--- config.mk ---
export PLATFORM = sky130hd
export DESIGN_NAME = mc_controller
export DESIGN_NICKNAME = d
export VERILOG_FILES = /design/src/rtl/ctrl_pkg.sv /design/src/rtl/cond_unit.sv /design/src/rtl/mc_controller.sv
export SDC_FILE = /design/constraint.sdc
export NUM_CORES = 1
export LEC_CHECK = 0
export BUFFER_PORTS_ARGS = -buffer_cell sky130_fd_sc_hd__buf_2
export CAP_MARGIN = 20
export CORE_MARGIN = 8
export CORE_UTILIZATION = 25
export DETAILED_ROUTE_END_ITERATION = 8
export GPL_TIMING_DRIVEN = 0
export REMOVE_ABC_BUFFERS = 1
export SLEW_MARGIN = 10
export SYNTH_ARGS = -nofsm -noshare
export SYNTH_HDL_FRONTEND = slang
export SYNTH_SLANG_ARGS = --single-unit
export TNS_END_PERCENT = 20
--- constraint.sdc ---
create_clock -name clk -period 2.05 [get_ports clk]
set_input_delay 0.1025 -clock clk [delete_from_list [all_inputs] [get_ports clk]]
set_output_delay 0.1025 -clock clk [all_outputs]
set_load 0.01 [all_outputs]
--- src/rtl/ctrl_pkg.sv ---
// Shared encodings for the multicycle control unit: FSM states, datapath
// select codes, ALU operations and condition codes.
package ctrl_pkg;

    localparam int unsigned ALUC_W = 3;
    localparam int unsigned SEL_W  = 2;
    localparam int unsigned COND_W = 4;
    localparam int unsigned FLAG_W = 4;

    typedef enum logic [3:0] {
        S_FETCH    = 4'd0,
        S_DECODE   = 4'd1,
        S_MEMADR   = 4'd2,
        S_MEMREAD  = 4'd3,
        S_MEMWRITE = 4'd4,
        S_MEMWB    = 4'd5,
        S_EXECUTER = 4'd6,
        S_EXECUTEI = 4'd7,
        S_ALUWB    = 4'd8,
        S_BRANCH   = 4'd9
    } state_t;

    // Instruction classes in Instr[27:26]
    localparam logic [1:0] OP_DP  = 2'b00;
    localparam logic [1:0] OP_MEM = 2'b01;
    localparam logic [1:0] OP_BR  = 2'b10;
    localparam logic [1:0] OP_NOP = 2'b11;

    // ALU operations
    localparam logic [ALUC_W-1:0] ALU_ADD = 3'b000;
    localparam logic [ALUC_W-1:0] ALU_SUB = 3'b001;
    localparam logic [ALUC_W-1:0] ALU_AND = 3'b010;
    localparam logic [ALUC_W-1:0] ALU_ORR = 3'b011;
    localparam logic [ALUC_W-1:0] ALU_EOR = 3'b100;
    localparam logic [ALUC_W-1:0] ALU_MUL = 3'b101;

    // Data-processing command field Funct[4:1]
    localparam logic [3:0] CMD_AND = 4'b0000;
    localparam logic [3:0] CMD_EOR = 4'b0001;
    localparam logic [3:0] CMD_SUB = 4'b0010;
    localparam logic [3:0] CMD_ADD = 4'b0100;
    localparam logic [3:0] CMD_CMP = 4'b1010;
    localparam logic [3:0] CMD_ORR = 4'b1100;

    // Datapath select codes
    localparam logic [SEL_W-1:0] SRCA_REG      = 2'b00;
    localparam logic [SEL_W-1:0] SRCA_PC       = 2'b01;
    localparam logic [SEL_W-1:0] SRCB_WD       = 2'b00;
    localparam logic [SEL_W-1:0] SRCB_IMM      = 2'b01;
    localparam logic [SEL_W-1:0] SRCB_FOUR     = 2'b10;
    localparam logic [SEL_W-1:0] RES_ALUOUT    = 2'b00;
    localparam logic [SEL_W-1:0] RES_DATA      = 2'b01;
    localparam logic [SEL_W-1:0] RES_ALURESULT = 2'b10;

    // Condition codes in Instr[31:28]
    localparam logic [COND_W-1:0] COND_EQ = 4'b0000;
    localparam logic [COND_W-1:0] COND_NE = 4'b0001;
    localparam logic [COND_W-1:0] COND_CS = 4'b0010;
    localparam logic [COND_W-1:0] COND_CC = 4'b0011;
    localparam logic [COND_W-1:0] COND_MI = 4'b0100;
    localparam logic [COND_W-1:0] COND_PL = 4'b0101;
    localparam logic [COND_W-1:0] COND_VS = 4'b0110;
    localparam logic [COND_W-1:0] COND_VC = 4'b0111;
    localparam logic [COND_W-1:0] COND_HI = 4'b1000;
    localparam logic [COND_W-1:0] COND_LS = 4'b1001;
    localparam logic [COND_W-1:0] COND_GE = 4'b1010;
    localparam logic [COND_W-1:0] COND_LT = 4'b1011;
    localparam logic [COND_W-1:0] COND_GT = 4'b1100;
    localparam logic [COND_W-1:0] COND_LE = 4'b1101;
    localparam logic [COND_W-1:0] COND_AL = 4'b1110;

endpackage

--- src/rtl/cond_unit.sv ---
// NZCV flags register, condition evaluation, latched CondExR and the
// condition-gated register/memory/PC write enables.
module cond_unit
    import ctrl_pkg::*;
(
    input  logic              clk,
    input  logic              reset,
    input  logic [COND_W-1:0] cond,
    input  logic [FLAG_W-1:0] alu_flags,
    input  logic [1:0]        flag_w,
    input  logic              cond_latch,
    input  logic              flag_upd,
    input  logic              reg_w,
    input  logic              mem_w,
    input  logic              branch,
    input  logic              pc_fetch,
    input  logic              dst_pc,
    output logic              reg_write,
    output logic              mem_write,
    output logic              pc_write
);

    logic [FLAG_W-1:0] nzcv;
    logic              cond_ex_r;
    logic              cond_pass;
    logic              n, z, c, v;

    assign {n, z, c, v} = nzcv;

    // Evaluate the instruction condition against the current flags
    always_comb begin
        cond_pass = 1'b0;
        case (cond)
            COND_EQ: cond_pass = z;
            COND_NE: cond_pass = ~z;
            COND_CS: cond_pass = c;
            COND_CC: cond_pass = ~c;
            COND_MI: cond_pass = n;
            COND_PL: cond_pass = ~n;
            COND_VS: cond_pass = v;
            COND_VC: cond_pass = ~v;
            COND_HI: cond_pass = c & ~z;
            COND_LS: cond_pass = ~c | z;
            COND_GE: cond_pass = (n == v);
            COND_LT: cond_pass = (n != v);
            COND_GT: cond_pass = ~z & (n == v);
            COND_LE: cond_pass = z | (n != v);
            COND_AL: cond_pass = 1'b1;
            default: cond_pass = 1'b0;
        endcase
    end

    // Flags and condition latch; CondExR is captured before any flag update
    always_ff @(posedge clk or posedge reset) begin
        if (reset) begin
            nzcv      <= '0;
            cond_ex_r <= 1'b0;
        end else begin
            if (cond_latch) begin
                cond_ex_r <= cond_pass;
            end
            if (flag_upd && cond_ex_r) begin
                if (flag_w[1]) nzcv[3:2] <= alu_flags[3:2];
                if (flag_w[0]) nzcv[1:0] <= alu_flags[1:0];
            end
        end
    end

    // Condition-gated enables
    always_comb begin
        reg_write = reg_w & cond_ex_r;
        mem_write = mem_w & cond_ex_r;
        pc_write  = pc_fetch | (cond_ex_r & (branch | (reg_w & dst_pc)));
    end

endmodule

--- src/rtl/mc_controller.sv ---
// Multicycle control unit: instruction decode, Moore sequencing FSM and
// flag/condition handling for the ARM-subset datapath.
// Optional build macro CTRL_MUL_EN: decodes the MUL encoding as a multiply.
module mc_controller
    import ctrl_pkg::*;
(
    input  logic              clk,
    input  logic              reset,
    input  logic [31:0]       Instr,
    input  logic [FLAG_W-1:0] ALUFlags,
    output logic              PCWrite,
    output logic              MemWrite,
    output logic              RegWrite,
    output logic              IRWrite,
    output logic              FPUWrite,
    output logic              AdrSrc,
    output logic [1:0]        RegSrc,
    output logic [SEL_W-1:0]  ALUSrcA,
    output logic [SEL_W-1:0]  ALUSrcB,
    output logic [SEL_W-1:0]  ResultSrc,
    output logic [1:0]        ImmSrc,
    output logic [ALUC_W-1:0] ALUControl
);

    state_t state, next_state;

    logic [1:0]        op;
    logic [5:0]        funct;
    logic [3:0]        rd;
    logic [3:0]        cmd;
    logic [ALUC_W-1:0] dp_alu;
    logic              no_write;
    logic              dp_known;
    logic [1:0]        flag_w;
    logic              dst_pc;
    logic              is_mul;
    logic              unused_bits;

    logic reg_w, mem_w, branch, pc_fetch, cond_latch, flag_upd;

    assign op          = Instr[27:26];
    assign funct       = Instr[25:20];
    assign rd          = Instr[15:12];
    assign cmd         = funct[4:1];
    assign unused_bits = ^{Instr[11:0], Instr[19:16]};

    // Operand-routing decode straight from the instruction
    assign ImmSrc   = op;
    assign RegSrc   = {(op == OP_MEM) & ~funct[0], (op == OP_BR)};
    assign FPUWrite = 1'b0;

`ifdef CTRL_MUL_EN
    assign is_mul = (op == OP_DP) & ~funct[5] & (cmd == CMD_AND) & (Instr[7:4] == 4'b1001);
    assign dst_pc = is_mul ? (Instr[19:16] == 4'hF) : (rd == 4'hF);
`else
    assign is_mul = 1'b0;
    assign dst_pc = (rd == 4'hF);
`endif

    // Data-processing op, write suppression and flag write enables
    always_comb begin
        dp_alu   = ALU_ADD;
        no_write = 1'b0;
        dp_known = 1'b1;
        case (cmd)
            CMD_ADD: dp_alu = ALU_ADD;
            CMD_SUB: dp_alu = ALU_SUB;
            CMD_AND: dp_alu = ALU_AND;
            CMD_ORR: dp_alu = ALU_ORR;
            CMD_EOR: dp_alu = ALU_EOR;
            CMD_CMP: begin
                dp_alu   = ALU_SUB;
                no_write = 1'b1;
            end
            default: begin
                dp_alu   = ALU_ADD;
                no_write = 1'b1;
                dp_known = 1'b0;
            end
        endcase
        if (is_mul) begin
            dp_alu = ALU_MUL;
        end
        flag_w[1] = funct[0] & dp_known;
        flag_w[0] = funct[0] & dp_known & ~is_mul
                  & ((cmd == CMD_ADD) | (cmd == CMD_SUB) | (cmd == CMD_CMP));
    end

    // State register
    always_ff @(posedge clk or posedge reset) begin
        if (reset) state <= S_FETCH;
        else       state <= next_state;
    end

    // Next-state logic
    always_comb begin
        next_state = S_FETCH;
        case (state)
            S_FETCH:  next_state = S_DECODE;
            S_DECODE: begin
                case (op)
                    OP_MEM:  next_state = S_MEMADR;
                    OP_DP:   next_state = funct[5] ? S_EXECUTEI : S_EXECUTER;
                    OP_BR:   next_state = S_BRANCH;
                    default: next_state = S_FETCH;
                endcase
            end
            S_MEMADR:   next_state = funct[0] ? S_MEMREAD : S_MEMWRITE;
            S_MEMREAD:  next_state = S_MEMWB;
            S_EXECUTER: next_state = S_ALUWB;
            S_EXECUTEI: next_state = S_ALUWB;
            default:    next_state = S_FETCH;
        endcase
    end

    // Moore outputs decoded from the state
    always_comb begin
        IRWrite    = 1'b0;
        AdrSrc     = 1'b0;
        ALUSrcA    = SRCA_REG;
        ALUSrcB    = SRCB_WD;
        ResultSrc  = RES_ALUOUT;
        ALUControl = ALU_ADD;
        reg_w      = 1'b0;
        mem_w      = 1'b0;
        branch     = 1'b0;
        pc_fetch   = 1'b0;
        cond_latch = 1'b0;
        flag_upd   = 1'b0;
        case (state)
            S_FETCH: begin
                IRWrite   = 1'b1;
                pc_fetch  = 1'b1;
                ALUSrcA   = SRCA_PC;
                ALUSrcB   = SRCB_FOUR;
                ResultSrc = RES_ALURESULT;
            end
            S_DECODE: begin
                ALUSrcA    = SRCA_PC;
                ALUSrcB    = SRCB_FOUR;
                ResultSrc  = RES_ALURESULT;
                cond_latch = 1'b1;
            end
            S_MEMADR:   ALUSrcB = SRCB_IMM;
            S_MEMREAD:  AdrSrc = 1'b1;
            S_MEMWRITE: begin
                AdrSrc = 1'b1;
                mem_w  = 1'b1;
            end
            S_MEMWB: begin
                ResultSrc = RES_DATA;
                reg_w     = 1'b1;
            end
            S_EXECUTER: begin
                ALUSrcB    = SRCB_WD;
                ALUControl = dp_alu;
                flag_upd   = 1'b1;
            end
            S_EXECUTEI: begin
                ALUSrcB    = SRCB_IMM;
                ALUControl = dp_alu;
                flag_upd   = 1'b1;
            end
            S_ALUWB:    reg_w = ~no_write;
            S_BRANCH: begin
                ALUSrcB   = SRCB_IMM;
                ResultSrc = RES_ALURESULT;
                branch    = 1'b1;
            end
            default: ;
        endcase
    end

    cond_unit u_cond (
        .clk        (clk),
        .reset      (reset),
        .cond       (Instr[31:28]),
        .alu_flags  (ALUFlags),
        .flag_w     (flag_w),
        .cond_latch (cond_latch),
        .flag_upd   (flag_upd),
        .reg_w      (reg_w),
        .mem_w      (mem_w),
        .branch     (branch),
        .pc_fetch   (pc_fetch),
        .dst_pc     (dst_pc),
        .reg_write  (RegWrite),
        .mem_write  (MemWrite),
        .pc_write   (PCWrite)
    );

endmodule
### Word-level counts from Yosys, hierarchy flattened

Index checks and enable logic that the tools add are counted.

| operators by class | value |
|---|---|
| $add $sub $neg | 0 |
| $mul | 0 |
| divide/modulo/power cells | 0 |
| order comparisons | 0 |
| equal/unequal tests | 33 |
| shift operators | 0 |
| mux-type cells | 18 |
| bitwise operators | 20 |
| reductions and logical operators | 15 |

Operator list:

| cell | number |
|---|---|
| $eq A4 B4 Y1 const B | 12 |
| $eq A4 B3 Y1 const B | 9 |
| $eq A4 B2 Y1 const B | 5 |
| $pmux W4 S5 | 1 |
| $pmux W1 S15 | 1 |
| $eq A4 B1 Y1 const B | 3 |
| $logic_not A4 Y1 | 3 |
| $pmux W3 S4 | 1 |
| $pmux W4 S3 | 1 |
| $and A1 B1 Y1 | 9 |
| $mux W1 | 9 |
| $pmux W2 S2 | 2 |
| $reduce_or A2 Y1 | 4 |
| $mux W3 | 2 |
| $or A1 B1 Y1 | 6 |
| $reduce_or A3 Y1 | 2 |
| $reduce_or A6 Y1 | 1 |
| $not A1 Y1 | 5 |
| $reduce_or A5 Y1 | 1 |
| $reduce_and A2 Y1 | 2 |
| $eq A2 B1 Y1 const B | 1 |
| $eq A2 B2 Y1 const B | 1 |
| $logic_not A2 Y1 | 1 |
| $pmux W1 S2 | 1 |
| other kinds (3) | 3 |

| word-level totals | value |
|---|---|
| register bits after elaboration | 9 |
| latch bits | 0 |
| bits in writable memories | 0 |
| bits in read-only memories | 0 |
| input bits | 38 |
| output and inout port bits | 19 |
| word-level logic and storage cells | 90 |
| memories | 0 |

### Depth between registers and ports, before layout

Gate-level depths: netlist (run 1).

| depth | value |
|---|---|
| depth after elaboration | 7 |
| depth in mapped cells | 6 |
| mapped depth without buffers | 5 |

### Modules after synthesis

Synthesis (run 1) repeated with hierarchy kept, for this count alone.

| unflattened totals | value |
|---|---|
| cell total of the unflattened synthesis | 120 |
| area total of the unflattened synthesis | 954.7 um^2 |

By module, submodules not included:

| module | instances | cells an instance | area each (um^2) | sequential area each (um^2) |
|---|---|---|---|---|
| mc_controller | 1 | 76 | 546.8 | 100.1 |
| cond_unit | 1 | 44 | 407.9 | 125.1 |

### Worst setup path after synthesis (run 1)

Ideal clock, no wire load.

| timing path | value |
|---|---|
| path type | reg-to-reg |
| from | register state[3] |
| to | register u_cond.cond_ex_r |
| setup time | 87 ps |
| arrival | 1566 ps |
| data required time | 1963 ps |
| path slack | 398 ps |
| cell stages (with the launch flop) | 6 |
| path buffers | 1 |
| period minus slack after synthesis | 1652 ps |
| cells stage by stage | dfrtp_1 buf_6 or4b_4 and2_4 or3_1 o211ai_1 |

| between the ends | value |
|---|---|
| cells in the longest elaborated chain, start to end | 2 |

Ends and longest elaborated chain:

| what | RTL line | RTL |
|---|---|---|
| from (decl) | mc_controller.sv:25 | `state_t state, next_state;` |
| from (signal assigned) | mc_controller.sv:92 | `else state <= next_state;` |
| $eq A4 B1 Y1 | mc_controller.sv:130 | `case (state)` |
| $mux W1 | mc_controller.sv:130 |  |
| to (signal assigned) | cond_unit.sv:60 | `cond_ex_r <= cond_pass;` |
| to (decl) | cond_unit.sv:24 | `logic cond_ex_r;` |

Every way passes these cells.
A chain may end at the register's enable or synchronous reset.

### Worst setup path in the final report (run 1)

| timing path | value |
|---|---|
| from | register state[1] |
| to | output port ALUControl[1] |

| between the ends | value |
|---|---|
| cells in the longest elaborated chain, start to end | 3 |
| elaborated cells on any way between the ends | 4 |
| classes of those cells | eq/ne (2); mux (1); reduce/logical (1) |

Ends and longest elaborated chain:

| what | RTL line | RTL |
|---|---|---|
| $eq A4 B3 Y1 | mc_controller.sv:130 |  |
| $reduce_or A2 Y1 (no source line) (*) | - |  |
| $mux W3 (*) | mc_controller.sv:130 |  |
| to (decl) | mc_controller.sv:22 | `output logic [ALUC_W-1:0] ALUControl` |

Every way passes the cells marked *; elsewhere a longest branch is shown, timed or not.

==> results.yml, run 1 <==
outcome:
  status: "complete, no violations"
power_and_ir_drop:
  power_density_nw_per_um2: 1140
  vdd_ir_drop_max_uv: 534
  power.leakage_uw: 0.000551
route:
  viasPerCell: 4.84
  firstDrtPassIters: 4
  drc_errors: 0
  drtAntennaViolNets: 0
  totalWireLength_um: 2460
  vias: 929
  drtIter0Drc: 43
  wl_per_cell_um: 12.8
floorplan:
  io_pins: 57
  die_area_um2: 5630
  die_x_um: 75.1
  start_util_pct: 26.1
  coreArea_um2: 3340
  rows: 21
  fp.dieH_um: 75.1
clocking:
  clock-sinks: 9
  htreeDepth: 1
  post_cts_buffers: 0
  clk_latency_ns: 0.26
  cts_buffers: 3
  cts_max_path_buffers: 2
  cts_tree: "yes"
  cts_hold_buf: 1
  clock-root-buffer: "clkbuf_4"
  clkTransAtPathRegs_ns: 0.06
  cts_resized: 0
logic_synthesis:
  ys_ff_latch: 9
  ys.flop_type: "dfrtp_1"
  synth_top_area_share_pct: 25.8
  netlist_top_cells_area: "dfrtp_1 (26%), nor2_1 (6.5%), mux2_2 (5.2%), xor2_1 (4.0%), nand2_1 (3.9%)"
  synth_cell_types: 46
  synth_edf_count: 0
  synth_top_cell_by_area: "dfrtp_1"
  async_flop_share_pct: 100
  syn_inst: 113
  synth_area_um2: 872
  synth_area_per_cell_um2: 7.72
  yosysWarningCount: 0
  seq_area_frac_synth_pct: 25.8
run:
  drv_cap: 0
setup_path:
  critical_path.max_fanout: 12
  crit_cells: 3
  slowest_delay_ns: 0.58
  worst-path-buf-inv: 1
  crit_path_top_delay_cell: "dfrtp_1"
  r2r_slack_ns: 0.23
  critPathArrivalTime_ns: 1.74
  critPathLaunchType: "register"
  endpoint_kind: "output port"
  crit_type: "reg2out"
  r2r_cells: 4
  crit_family: "flip-flops"
  worstPathRequired_ns: 1.95
  path_cells: "nand3b_1 > a2111oi_0 > buf_2"
grt:
  grt_pass1_vias: 929
  grt_pass1_wl_um: 4010
  grtUsageTotal_pct: 8.75
  grt_overflow: 0
  grt_max_degree: 14
  antenna_found_initial: 0
timing:
  rsz0062_at_grt: "no"
  fin_crit_sh_pct: 89.7
  fmax_ghz: 0.544
  tns_ns: 0
  clock_skew_ns: 0.00102
  min_period_ns: 1.84
  hold_viol: 0
  setup_violations: 0
  slew_viol_final: 0
  whs_ns: 0.0769
finish:
  final_nets: 185
  diodes: 0
  post_route_cells_drive_above_1_share_pct: 33.6
  fillers: 373
  syn_to_final_growth_pct: 25.5
worst_hold_path:
  worstHoldPathCells: 2
  hold_class: "in2reg"
placement:
  numPortBuffers: 38
  dpl.hpwl_um: 2060
  globalplace.congestion: 0.744
## cell type report
type | count | area, µm² | area share, %
multi-input combinational | 87 | 559 | 51.1
sequential | 9 | 225 | 20.6
timing repair buffer | 39 | 200 | 18.3
tap | 46 | 57.6 | 5.26
clock buffer | 4 | 26.3 | 2.40
inverter | 7 | 26.3 | 2.40
## cell usage after synthesis (2+ instances only)
master	instances
or3_1	2
clkbuf_1	3
a22oi_1	3
o21bai_1	2
nand2b_1	2
o22ai_1	2
buf_4	4
xor2_1	4
nand2_1	9
o21ai_0	2
inv_1	7
nor2_1	15
mux2_2	4
dfrtp_1	9
buf_1	2
nand3b_1	3
nor3b_1	2
a211oi_1	2
o41ai_1	2
a21boi_0	2
nor3_1	5
or2_2	2
and3_1	2
## layout by cell type (no fill, tap or decap), types with 2 or more instances in the layout
cell type / instances
a211oi_1: 2
a21boi_0: 2
a22oi_1: 3
and3_1: 2
buf_2: 38
clkbuf_4: 3
conb_1: 2
dfrtp_1: 9
inv_1: 7
mux2_2: 4
nand2_1: 9
nand2b_1: 2
nand3b_1: 3
nor2_1: 15
nor3_1: 5
nor3b_1: 2
o21ai_0: 2
o21bai_1: 2
o22ai_1: 2
o41ai_1: 2
or2_2: 2
or3_1: 2
xor2_1: 4
## through the flow
stage / util [%] / std cells / cell area (µm²) / total power, µW / setup WS [ns]
floorplan: - / 103 / 811 / 847 / 0.364
global placement: 31.7 / 187 / 1060 / 1100 / 0.257
detailed placement: 31.7 / 187 / 1060 / 1110 / 0.248
CTS: 32.8 / 192 / 1090 / 1260 / 0.194
global route: 32.8 / 192 / 1090 / 1360 / 0.0223
finish: 32.8 / 192 / 1090 / 1250 / 0.210
## sequential cells by signal, summed over array words and instances (netlist names)
| name | cells |
|---|---|
| state | 4 |
| u_cond.cond_ex_r | 1 |
| u_cond.nzcv | 4 |
## report_power, final
| group | total, µW | switching [µW] | internal [µW] |
|---|---|---|---|
| clock network | 136 | 60.6 | 74.9 |
| logic | 729 | 383 | 346 |
| registers | 381 | 136 | 245 |
| total | 1250 | 579 | 667 |
## worst reg2reg max path, cell delays in order (launching register included)
cell and delay (ns):
dfrtp_1 0.52, or4b_4 0.62, and2_4 0.18, or3_1 0.35
o211ai_1 0.08
## cells by family (layout without fill, tap and decap cells)
logic type	count (synthesis)	count (layout)	synth area share (%)
DFF	9	9	25.8
and+or+nand+nor	52	52	32.3
xor gates and xnor gates	5	5	5.02
muxes	5	5	6.31
buffers and inverters	18	50	10.5
AOI/OAI and AO/OA	23	23	19.7
other	1	2	0.430
## path summary, 6_finish.rpt
path / startpoint / endpoint
worst max register to register: state[1] / u_cond.cond_ex_r
worst min register to register: u_cond.nzcv[2] / u_cond.nzcv[2]
min in group asynchronous: reset / u_cond.nzcv[3]
worst max-delay path: state[1] / ALUControl[1]
worst min-delay path: ALUFlags[2] / u_cond.nzcv[2]
max in group asynchronous: reset / state[0]
## routing by layer
layer  global-route usage [%]  part of all wire (%)  vias to the layer above
met5                        0                     0                        -
met1                     10.3                    45                      433
met4                     1.96                     0                        0
met3                     3.06                   9.4                        0
li1                         -                     -                      464
met2                     14.8                    45                       32
No activity file was read; power rests on OpenSTA's default activity.
==> inputs of run 2 (changes only) <==
--- a/config.mk
+++ b/config.mk
@@ -9,8 +9,10 @@
 export CAP_MARGIN = 20
 export CORE_MARGIN = 8
 export CORE_UTILIZATION = 25
+export CTS_CLUSTER_SIZE = 16
 export DETAILED_ROUTE_END_ITERATION = 8
 export GPL_TIMING_DRIVEN = 0
+export PLACE_DENSITY = 0.58
 export REMOVE_ABC_BUFFERS = 1
 export SLEW_MARGIN = 10
 export SYNTH_ARGS = -nofsm -noshare
==> run 2 against run 1 <==
  * Count of clock-buffer cells in the layout stayed put
  * Largest cell class unchanged
  * Clock skew is 0.00087 ns higher
  * Critical path type unchanged
  * Register-to-register slack improved by 0.02 ns
  * Cell count unchanged
==> results.yml, run 2 (synthesis gave the netlist of run 1 again) <==
outcome:
  status: "complete, no violations"
setup_path:
  crit_type: "reg2out"
  critPathArrivalTime_ns: 1.72
  r2r-start: "state[1]"
  critPathLaunchType: "register"
  endpoint_kind: "output port"
  worstPathRequired_ns: 1.95
  critical_path.max_fanout: 10
  path_cells: "or2b_1 > nor2_1 > a22oi_1 > o41ai_1 > buf_2"
  cp-startpoint: "state[3]"
  crit_path_top_delay_cell: "dfrtp_1"
  slowest_delay_ns: 0.47
timing:
  whs_ns: 0.0808
  fmax_ghz: 0.547
  clock_skew_ns: 0.00189
  slew_viol_final: 0
  hold_viol: 0
  rsz0062_at_grt: "no"
  setup_violations: 0
  tns_ns: 0
  min_period_ns: 1.83
  fin_crit_sh_pct: 89.1
grt:
  grt_pass1_wl_um: 3620
  grtUsageTotal_pct: 8.07
  grt_pass1_vias: 816
  antenna_found_initial: 0
  grt_max_degree: 14
  grt_overflow: 0
finish:
  final_nets: 185
  post_route_cells_drive_above_1_share_pct: 33.6
  fin_util_pct: 32.8
  diodes: 0
  layout_commonest_cell: "buf_2"
  top_regs: "state (4), u_cond.nzcv (4), u_cond.cond_ex_r (1)"
  syn_to_final_growth_pct: 25.5
  mostFrequentLayoutCells: "buf_2 (38), nor2_1 (15), nand2_1 (9), dfrtp_1 (9), inv_1 (7)"
clocking:
  clock-root-buffer: "clkbuf_4"
  clk_latency_ns: 0.26
  cts_tree: "yes"
  clock-sinks: 9
  cts_buffers: 3
  clkTransAtPathRegs_ns: 0.06
  cts_max_path_buffers: 2
  htreeDepth: 1
floorplan:
  die_area_um2: 5630
  io_pins: 57
  rows: 21
  die_x_um: 75.1
  start_util_pct: 26.1
  fp.dieH_um: 75.1
  coreArea_um2: 3340
placement:
  dpl.hpwl_um: 1910
  globalplace.congestion: 0.736
  numPortBuffers: 38
route:
  drc_errors: 0
  vias: 890
  wl_per_cell_um: 12.0
  totalWireLength_um: 2300
  drtIter0Drc: 50
  drtAntennaViolNets: 0
  firstDrtPassIters: 4
  viasPerCell: 4.64
worst_hold_path:
  worstHoldStart: "ALUFlags[2]"
  hold_class: "in2reg"
run:
  drv_cap: 0
power_and_ir_drop:
  power_density_nw_per_um2: 1130
  vdd_ir_drop_max_uv: 732
  power.leakage_uw: 0.000551
-- run 2: power by group --
group	switching, µW	internal, µW
sequential	136	245
combinational	373	346
clock	58.4	74.8
total	567	666
-- run 2: layout make-up --
type                    count  area [µm²]
clock buffers               4        26.3
repair buffers             39         200
inverters                   7        26.3
flip-flops and latches      9         225
fillers                   374        2240
well taps                  46        57.6
multi-input cells          87         559
-- run 2: per-stage QoR --
step | instances | worst slack (ns) | cell area [µm²] | total power, µW
floorplan | 103 | 0.364 | 811 | 847
global placement | 187 | 0.250 | 1060 | 1100
detailed placement | 187 | 0.262 | 1060 | 1110
CTS | 192 | 0.184 | 1090 | 1250
global route | 192 | 0.0553 | 1090 | 1370
finish | 192 | 0.223 | 1090 | 1230
-- run 2: metal layers --
metal,routed length (µm),vias up,track usage [%]
li1,-,464,-
met1,994,397,9.96
met2,1090,29,13.0
met3,212,0,3.60
met4,0,0,0.652
met5,0,-,0
-- run 2: what timing repair did --
action                                 4_1_cts  5_1_grt
gates resized for setup                      0        0
setup buffers                                0        0
endpoints found under the hold margin        9        0
hold buffers                                 1        0
-- run 2: worst paths after layout --
check | to | slack (ns) | cells past startpoint
setup / recovery | PCWrite | 0.22 | 5
hold / removal | u_cond.nzcv[2] | 0.08 | 2
setup reg to reg | u_cond.cond_ex_r | 0.25 | 4
hold reg to reg | u_cond.nzcv[1] | 0.56 | 1
max in group asynchronous | u_cond.nzcv[1] | 1.46 | 3
min in group asynchronous | u_cond.cond_ex_r | 0.34 | 3
-- run 2: worst max-delay path: cells and delay by family, from the launching register on --
kind	cells	cell delay [ns]
AOI/OAI and AO/OA	2	0.43
buffers and inverters	1	0.19
DFF	1	0.47
and+or+nand+nor	2	0.37
==> inputs of run 3 (changes only) <==
--- a/config.mk
+++ b/config.mk
@@ -11,7 +11,7 @@
 export CORE_UTILIZATION = 25
 export CTS_CLUSTER_SIZE = 16
 export DETAILED_ROUTE_END_ITERATION = 8
-export GPL_TIMING_DRIVEN = 0
+export GPL_TIMING_DRIVEN = 1
 export PLACE_DENSITY = 0.58
 export REMOVE_ABC_BUFFERS = 1
 export SLEW_MARGIN = 10
==> run 3 against run 2 <==
  * Flip-flop and latch count unchanged
  * Highest routed layer is now met4
  * Wire length up 0.22%
  * Critical path depth unchanged
  * Cell count up 1.0%
  * Combinational power up 12%
  * Die area unchanged
  * Register-to-register slack better by 0.09 ns
  * Sequential share of layout area down 0.28 points
  * Fmax up 1.6%
  * Largest power group unchanged
  * Power up 1.9%
  * Worst hold slack worse by 0.0021 ns
==> results.yml, run 3 (synthesis gave the netlist of run 1 again) <==
route:
  drc_errors: 0
  drtAntennaViolNets: 0
  wl_per_cell_um: 11.9
  vias: 913
  firstDrtPassIters: 4
  drtIter0Drc: 73
  viasPerCell: 4.71
  totalWireLength_um: 2300
clocking:
  cts_hold_buf: 1
  htreeDepth: 1
  clock-sinks: 9
  clk_latency_ns: 0.26
  post_cts_buffers: 0
  cts_resized: 0
  clkTransAtPathRegs_ns: 0.06
  cts_max_path_buffers: 2
  cts_buffers: 3
  cts_tree: "yes"
  clock-root-buffer: "clkbuf_4"
finish:
  mostFrequentLayoutCells: "buf_2 (38), nor2_1 (15), nand2_1 (9), dfrtp_1 (9), inv_1 (7)"
  layout_commonest_cell: "buf_2"
  top_regs: "state (4), u_cond.nzcv (4), u_cond.cond_ex_r (1)"
  diodes: 0
  fin_util_pct: 33.3
  final_nets: 187
  syn_to_final_growth_pct: 27.3
  fillers: 360
  post_route_cells_drive_above_1_share_pct: 34.5
grt:
  grt_overflow: 0
  antenna_found_initial: 0
  grt_pass1_vias: 797
  grtUsageMet1_pct: 9.60
  grt_max_degree: 13
  grtUsageTotal_pct: 7.91
  top_usage_layer: "met2"
  met2_usage_pct: 12.5
  met3_usage_pct: 2.93
  grt_pass1_wl_um: 3530
timing:
  whs_ns: 0.0787
  tns_ns: 0
  fmax_ghz: 0.556
  rsz0062_at_grt: "no"
  min_period_ns: 1.80
  clock_skew_ns: 0.00357
  fin_crit_sh_pct: 87.7
  slew_viol_final: 0
  setup_violations: 0
  hold_viol: 0
setup_path:
  r2r_cells: 4
  worstPathRequired_ns: 1.95
  cp-startpoint: "state[3]"
  r2r_end: "u_cond.cond_ex_r"
  r2r-start: "state[3]"
  critPathArrivalTime_ns: 1.70
  critical_path.max_fanout: 10
  endpoint_kind: "output port"
  r2r_slack_ns: 0.34
  critPathLaunchType: "register"
  crit_type: "reg2out"
floorplan:
  die_area_um2: 5630
  start_util_pct: 26.1
  coreArea_um2: 3340
  fp.dieH_um: 75.1
  rows: 21
  io_pins: 57
  die_x_um: 75.1
power_and_ir_drop:
  power_density_nw_per_um2: 1130
  vdd_ir_drop_max_uv: 608
  power.leakage_uw: 0.000561
worst_hold_path:
  hold_class: "in2reg"
  holdPathEnd: "u_cond.nzcv[3]"
  worstHoldPathCells: 2
  worstHoldStart: "ALUFlags[3]"
run:
  drv_cap: 0
placement:
  numPortBuffers: 38
  globalplace.congestion: 0.757
  dpl.hpwl_um: 1950
outcome:
  status: "complete, no violations"
## run 3: critical path: stages, from the launching register on
cell     delay (ns)
dfrtp_1        0.47
or2b_1         0.28
nor2_1         0.09
a22oi_1        0.09
o41ai_1        0.32
buf_2          0.19
## run 3: worst max path at each step
stage          slack (ns)               end  cells past startpoint
6_report             0.25           PCWrite                      5
5_1_grt              0.11           PCWrite                      5
4_1_cts              0.23           PCWrite                      5
3_5_place_dp         0.34  u_cond.cond_ex_r                      4
3_3_place_gp         0.35  u_cond.cond_ex_r                      4
2_1_floorplan        0.36  u_cond.cond_ex_r                      4
## run 3: stage by stage
stage | total power [µW] | cell area (µm²) | worst slack [ns] | std cells
finish | 1260 | 1110 | 0.251 | 194
global route | 1380 | 1110 | 0.114 | 194
CTS | 1280 | 1110 | 0.225 | 194
detailed placement | 1140 | 1070 | 0.343 | 189
global placement | 1130 | 1070 | 0.352 | 189
floorplan | 847 | 811 | 0.364 | 103
## run 3: cell type report
type | instances | area, µm² | area share, %
clock buffer | 4 | 26.3 | 2.37
inverter | 7 | 26.3 | 2.37
multi-input combinational | 87 | 559 | 50.4
sequential | 9 | 225 | 20.3
tap | 46 | 57.6 | 5.19
timing repair buffer | 41 | 215 | 19.4
## run 3: power breakdown
group / switching (µW) / internal (µW) / total (µW) / leakage, µW
Sequential: 77.5 / 246 / 324 / 0.000118
Combinational: 432 / 372 / 803 / 0.000429
Clock: 56.0 / 74.6 / 131 / 0.0000150
Total: 565 / 693 / 1260 / 0.000561
## run 3: layer usage
layer  up-vias  routed length [µm]
li1        466                   -
met1       414                 961
met2        29                1100
met3         4                 211
met4         0                  23
met5         -                   0
